`src/rtl/dec_scan.sv`:
```
// ---------------------------------------------------------------------------
// dec_scan
//
// Registered one-hot decoder with three operating modes:
//   DIRECT : y follows 1<<sel one cycle after sampling.
//   SCAN   : walks a single hot bit upward from sel, holding each index for
//            dwell+1 cycles and wrapping from N-1 back to 0.
//   PULSE  : after a load strobe, drives 1<<sel for exactly dwell+1 cycles.
//
// Parameters:
//   SEL_W    select width; output width N = 2**SEL_W
//   DWELL_W  dwell counter width
//
// Ports:
//   clk    rising-edge clock
//   rst_n  asynchronous active-low reset
//   en     block enable; low forces outputs idle
//   mode   00 DIRECT, 01 SCAN, 10 PULSE, 11 idle
//   sel    decode value / scan start index / pulse target
//   dwell  hold length; each scan step and each pulse lasts dwell+1 cycles
//   load   pulse trigger strobe
//   y      one-hot (or all-zero) registered output
//   idx    index currently or last driven
//   busy   high while a pulse is active
//   wrap   one-cycle strobe when the scan wraps from N-1 to 0
// ---------------------------------------------------------------------------
module dec_scan #(
    parameter int SEL_W   = 3,
    parameter int DWELL_W = 4
) (
    input  logic                  clk,
    input  logic                  rst_n,
    input  logic                  en,
    input  logic [1:0]            mode,
    input  logic [SEL_W-1:0]      sel,
    input  logic [DWELL_W-1:0]    dwell,
    input  logic                  load,
    output logic [2**SEL_W-1:0]   y,
    output logic [SEL_W-1:0]      idx,
    output logic                  busy,
    output logic                  wrap
);

    localparam int N = 2**SEL_W;

    localparam logic [2:0] ST_IDLE    = 3'd0;
    localparam logic [2:0] ST_DIRECT  = 3'd1;
    localparam logic [2:0] ST_SCAN    = 3'd2;
    localparam logic [2:0] ST_PWAIT   = 3'd3;
    localparam logic [2:0] ST_PACTIVE = 3'd4;

    logic [2:0]         state;
    logic [2:0]         state_nx;
    logic [DWELL_W-1:0] cnt;
    logic [DWELL_W-1:0] cnt_nx;
    logic [SEL_W-1:0]   idx_nx;
    logic [N-1:0]       y_nx;
    logic               busy_nx;
    logic               wrap_nx;

    function automatic logic [N-1:0] decode(input logic [SEL_W-1:0] i);
        logic [N-1:0] v;
        v    = '0;
        v[i] = 1'b1;
        return v;
    endfunction

    // Next-state and next-output logic. Every output is computed here and
    // registered below, so y/idx/busy/wrap never glitch combinationally.
    // Dwell is compared with >= so that lowering dwell below the running
    // count ends the current step or pulse on the next edge.
    always_comb begin
        state_nx = ST_IDLE;
        cnt_nx   = '0;
        idx_nx   = idx;
        y_nx     = '0;
        busy_nx  = 1'b0;
        wrap_nx  = 1'b0;
        if (en) begin
            case (mode)
                2'b00: begin
                    state_nx = ST_DIRECT;
                    idx_nx   = sel;
                    y_nx     = decode(sel);
                end
                2'b01: begin
                    state_nx = ST_SCAN;
                    if (state != ST_SCAN) begin
                        idx_nx = sel;
                    end else if (cnt >= dwell) begin
                        idx_nx  = idx + 1'b1;
                        wrap_nx = &idx;
                    end else begin
                        cnt_nx = cnt + 1'b1;
                    end
                    y_nx = decode(idx_nx);
                end
                2'b10: begin
                    if (state == ST_PACTIVE) begin
                        if (cnt >= dwell) begin
                            state_nx = ST_PWAIT;
                        end else begin
                            state_nx = ST_PACTIVE;
                            cnt_nx   = cnt + 1'b1;
                            busy_nx  = 1'b1;
                            y_nx     = decode(idx);
                        end
                    end else if (state == ST_PWAIT && load) begin
                        state_nx = ST_PACTIVE;
                        idx_nx   = sel;
                        busy_nx  = 1'b1;
                        y_nx     = decode(sel);
                    end else begin
                        state_nx = ST_PWAIT;
                    end
                end
                default: begin
                    state_nx = ST_IDLE;
                end
            endcase
        end
    end

    // State and output registers with asynchronous clear.
    always_ff @(posedge clk or negedge rst_n) begin
        if (!rst_n) begin
            state <= ST_IDLE;
            cnt   <= '0;
            idx   <= '0;
            y     <= '0;
            busy  <= 1'b0;
            wrap  <= 1'b0;
        end else begin
            state <= state_nx;
            cnt   <= cnt_nx;
            idx   <= idx_nx;
            y     <= y_nx;
            busy  <= busy_nx;
            wrap  <= wrap_nx;
        end
    end

endmodule
```
`config.mk`:
```
export PLATFORM = sky130hd
export DESIGN_NAME = dec_scan
export DESIGN_NICKNAME = d
export VERILOG_FILES = /design/src/rtl/dec_scan.sv
export SDC_FILE = /design/constraint.sdc
export NUM_CORES = 1
export LEC_CHECK = 0
export BUFFER_PORTS_ARGS = -buffer_cell sky130_fd_sc_hd__buf_2
export CELL_PAD_IN_SITES_DETAIL_PLACEMENT = 1
export CELL_PAD_IN_SITES_GLOBAL_PLACEMENT = 1
export CORE_UTILIZATION = 43
export CTS_BUF_LIST = sky130_fd_sc_hd__clkbuf_4 sky130_fd_sc_hd__clkbuf_8
export CTS_CLUSTER_SIZE = 14
export DETAILED_ROUTE_END_ITERATION = 7
export PLACE_DENSITY_LB_ADDON = 0.25
export SLEW_MARGIN = 40
export SYNTH_ARGS = -nofsm -noshare
export SYNTH_HDL_FRONTEND = slang
export SYNTH_SLANG_ARGS = --single-unit
```
`constraint.sdc`:
```
create_clock -name clk -period 2.5 [get_ports clk]
set_clock_uncertainty 0.2 [all_clocks]
set_input_delay 0 -clock clk [delete_from_list [all_inputs] [get_ports clk]]
set_output_delay 0 -clock clk [all_outputs]
set_load 0.1 [all_outputs]
```
==> summary.md <==
| Metric | Value |
|---|---|
| Critical path's top delay family | `compound AO/OA/AOI/OAI gates` |
| Power share of the sequential group | `between 40 and 50%` |
| Crit-path max FO | `12` |
| Worst Setup End Kind | `flop` |
| Leakage power | `0.819 nW` |
| Vias post-DR | `1348` |
| Proportion of synthesized area in mux cells | `0%` |
| Post-Syn Instances | `152` |
| HP Class | `in -> async` |
| Site row count | `20` |
| Die height | `58.3 um` |
| Routability congestion estimate | `0.940` |
| IO Port Bufs | `25` |
| Max-slew headroom | `68.1%` |
| Final nets | `roughly 220` |
| Final Hold Fails | `0` |
| Util after Layout | `~57%` |
| Compound-Gate Fraction of Synth Area | `between 20% and 30%` |
| TritonCTS buffer count | `3` |
| Root buf cell | `clkbuf_4` |
| Clock Tree Buf Depth | `2` |
| R2R setup slack | `between 0.06 and 0.07 ns` |
| DRT antenna net count | `0` |
| Most common cell after layout, fill and taps aside | `buf_2` |
| Avg Inst Size Synth | `8.96 um^2` |
| Sequential share of the synthesized area | `36.7%` |
| Finish-stage setup viols | `0` |
| Dpl cell area | `0.00155 mm^2` |
| Period Utilization, post-route | `97.4%` |
| Area of the multi-input gates | `862 um^2` |
| Power density cells | `453 mW/mm^2` |
| Pint | `between 0.0004 and 0.0005 W` |
| Status | `finished, final reports clean` |
| N_diodes | `0` |
| FILL cells | `~370` |
| Clock-pin slew on the worst setup and hold paths | `0.12 ns` |
| Synth Area in Adders | `around 11%` |
| Main combinational cell family by area after synthesis | `simple AND/OR/NAND/NOR gates` |
| Dominant synthesized flop cell | `dfrtp_1` |
| Max-slew violation count | `0` |
| Vias in the first global route | `1328` |
| Switching power | `0.000313 W` |
| Post-DP HPWL | `3010 um` |
| CP peak stage delay | `0.43 ns` |
| Gr usage total | `24.8%` |
| Comb pwr share | `between 30% and 40%` |
| Share of cells above drive strength 1 | `27.1%` |
| Core area | `0.00303 mm^2` |
| Syn Std Cell Area | `0.00136 mm^2` |
| Critical path class | `reg -> reg` |
| Fmax | `411 MHz` |
| Initial Util | `45.0%` |
| Htree depth | `1` |
| Clock group share of total power | `between 20% and 30%` |
| Ys Warns | `0` |
| Setup crit start kind | `flop` |
| Slew @ Worst Pin | `0.476 ns` |
| Final Instance Area | `approximately 0.0017 mm^2` |
| Global-route wire length before repair | `6230 um` |
| Worst-Skew Late Latency | `~0.32 ns` |
| Setup repair bufs after CTS | `0` |
| Initial antenna violation count | `0` |
| Ports | `26` |
| Commonest non-fill, non-tap cells in the layout | `buf_2, dfrtp_1, nor2_1, o21ai_0, ha_1` |
| Die area | `about 0.0034 mm^2` |
| Avg WL per Cell | `approximately 18 um` |
| DRC Markers | `0` |
| Critical Path Slowest Stage Cell | `o41ai_1` |
| Routed wire length | `4140 um` |
| Register Area | `500 um^2` |
| CP bufs+invs | `1` |
| XOR/XNOR Fraction of Synth Area | `between 1 and 1.5%` |
| Synth-to-Final Area Change | `26.6%` |
| Max Cap Viol | `0` |
| Setup TNS | `0 ns` |
| Clock Sinks | `20` |
| Largest net degree at the start of global routing | `21` |
| Post-synthesis net count | `177` |
| Yosys reg bits | `20` |
| Worst path cell trace | `inv_1 -> ha_1 -> nor2b_1 -> nor2_4 -> o31a_1 -> a21o_1 -> o41ai_1` |
| Via/cell ratio | `5.81` |
| Synth cell types | `39` |
| Chip width | `58.3 um` |
| VDD IR max | `0.000206 V` |
| Total grt overflow | `0` |
| Ys async rst share | `100%` |
| Critical path arrival | `approximately 2.4 ns` |
| Net Sw Frac | `40.0%` |
| CTS tree | `yes` |
| Drt first pass iters | `6` |
| WP data required | `2.49 ns` |
| Simple-Gate Fraction of Synth Area | `25.1%` |
| Number of synthesized flops with an enable pin | `0` |
| DRT iter0 DRCs | `39` |
| Final Critical Period | `2.44 ns` |
per-stage QoR:
step	worst slack (ns)	std cells	hold WS, ns	total power (W)
2_1_floorplan	0.124	152	-0.496	0.000526
3_3_place_gp	0.120	220	-0.236	0.000588
3_5_place_dp	-0.0150	220	-0.215	0.000597
4_1_cts	0.0279	232	0.0907	0.000768
5_1_grt	-0.0564	232	0.0863	0.000813
6_report	0.0647	232	0.0499	0.000782
routing by layer:
layer / routed length (um) / track usage [%] / vias to the layer above / share of wire [%]
li1: - / - / 640 / -
met1: 1840 / 30.5 / 665 / 44
met2: 2090 / 44.2 / 34 / 51
met3: 117 / 3.30 / 9 / 2.8
met4: 95 / 9.52 / 0 / 2.3
met5: 0 / 0 / - / 0
logic make-up (layout without fill, tap and decap cells):
logic type,Yosys count,in the layout
and+or+nand+nor,60,60
AOI/OAI and AO/OA,42,42
DFF,20,20
buffers and inverters,16,52
adders and majority gates,12,12
xor gates and xnor gates,2,2
state kept, by name, summed over array words and instances, names as in the netlist:
register,count
busy,1
cnt,4
idx,3
state,3
wrap,1
y,8
synthesized netlist by cell type (2+ instances only):
cell	instances	area, um^2
a21o_1	2	15.0
a21oi_1	4	20.0
a2bb2oi_1	3	26.3
clkbuf_1	3	11.3
dfrtp_1	20	500
ha_1	12	150
inv_1	10	37.5
nand2_1	9	33.8
nand3_1	6	30.0
nand4_1	2	12.5
nor2_1	13	48.8
nor3_1	9	45.0
nor3b_2	2	25.0
nor4_1	5	31.3
nor4b_1	3	26.3
o21a_1	3	22.5
o21ai_0	14	70.1
o22ai_1	3	18.8
o31a_1	2	17.5
o41ai_1	8	70.1
worst register-to-register path: cells and delay by family, from the launching register on:
kind / cells / cell delay (ns)
AO/OA/AOI/OAI: 3 / 1.00
flip-flops: 1 / 0.42
AND/OR/NAND/NOR: 2 / 0.36
adder cells (fa/ha/maj): 1 / 0.26
buffers and inverters: 1 / 0.06
timing repair:
item | 4_1_cts | 5_1_grt
gates resized for setup | 3 | 9
endpoints found under the setup margin | 2 | 8
hold buffers | 9 | 0
pin swaps | 0 | 0
hold endpoints to repair | 28 | 0
area by class of cell:
cell class,count,area share (%)
Sequential cell,20,29.0
Tap cell,44,3.19
Inverter,10,2.18
Timing Repair Buffer,39,14.4
Clock buffer,3,1.31
Multi-Input combinational cell,116,50.0
power groups by stage:
stage               Sequential (W)  Combinational, W  Clock (W)
global route              0.000355          0.000280   0.000178
CTS                       0.000352          0.000253   0.000163
finish                    0.000352          0.000263   0.000167
detailed placement        0.000359          0.000238          0
global placement          0.000357          0.000231          0
floorplan                 0.000430         0.0000962          0
path summary, 6_finish.rpt:
kind                                   from                 end  depth (start not counted)
max                        cnt[0]$_DFF_PN0_      y[6]$_DFF_PN0_                          7
min                                   rst_n      y[2]$_DFF_PN0_                          3
max reg2reg                cnt[0]$_DFF_PN0_      y[6]$_DFF_PN0_                          7
min reg2reg                cnt[0]$_DFF_PN0_    cnt[0]$_DFF_PN0_                          1
max in group asynchronous             rst_n  state[2]$_DFF_PN0_                          3
min in group clk                       load      busy$_DFF_PN0_                          4
Power figures use the tool's default switching activity.
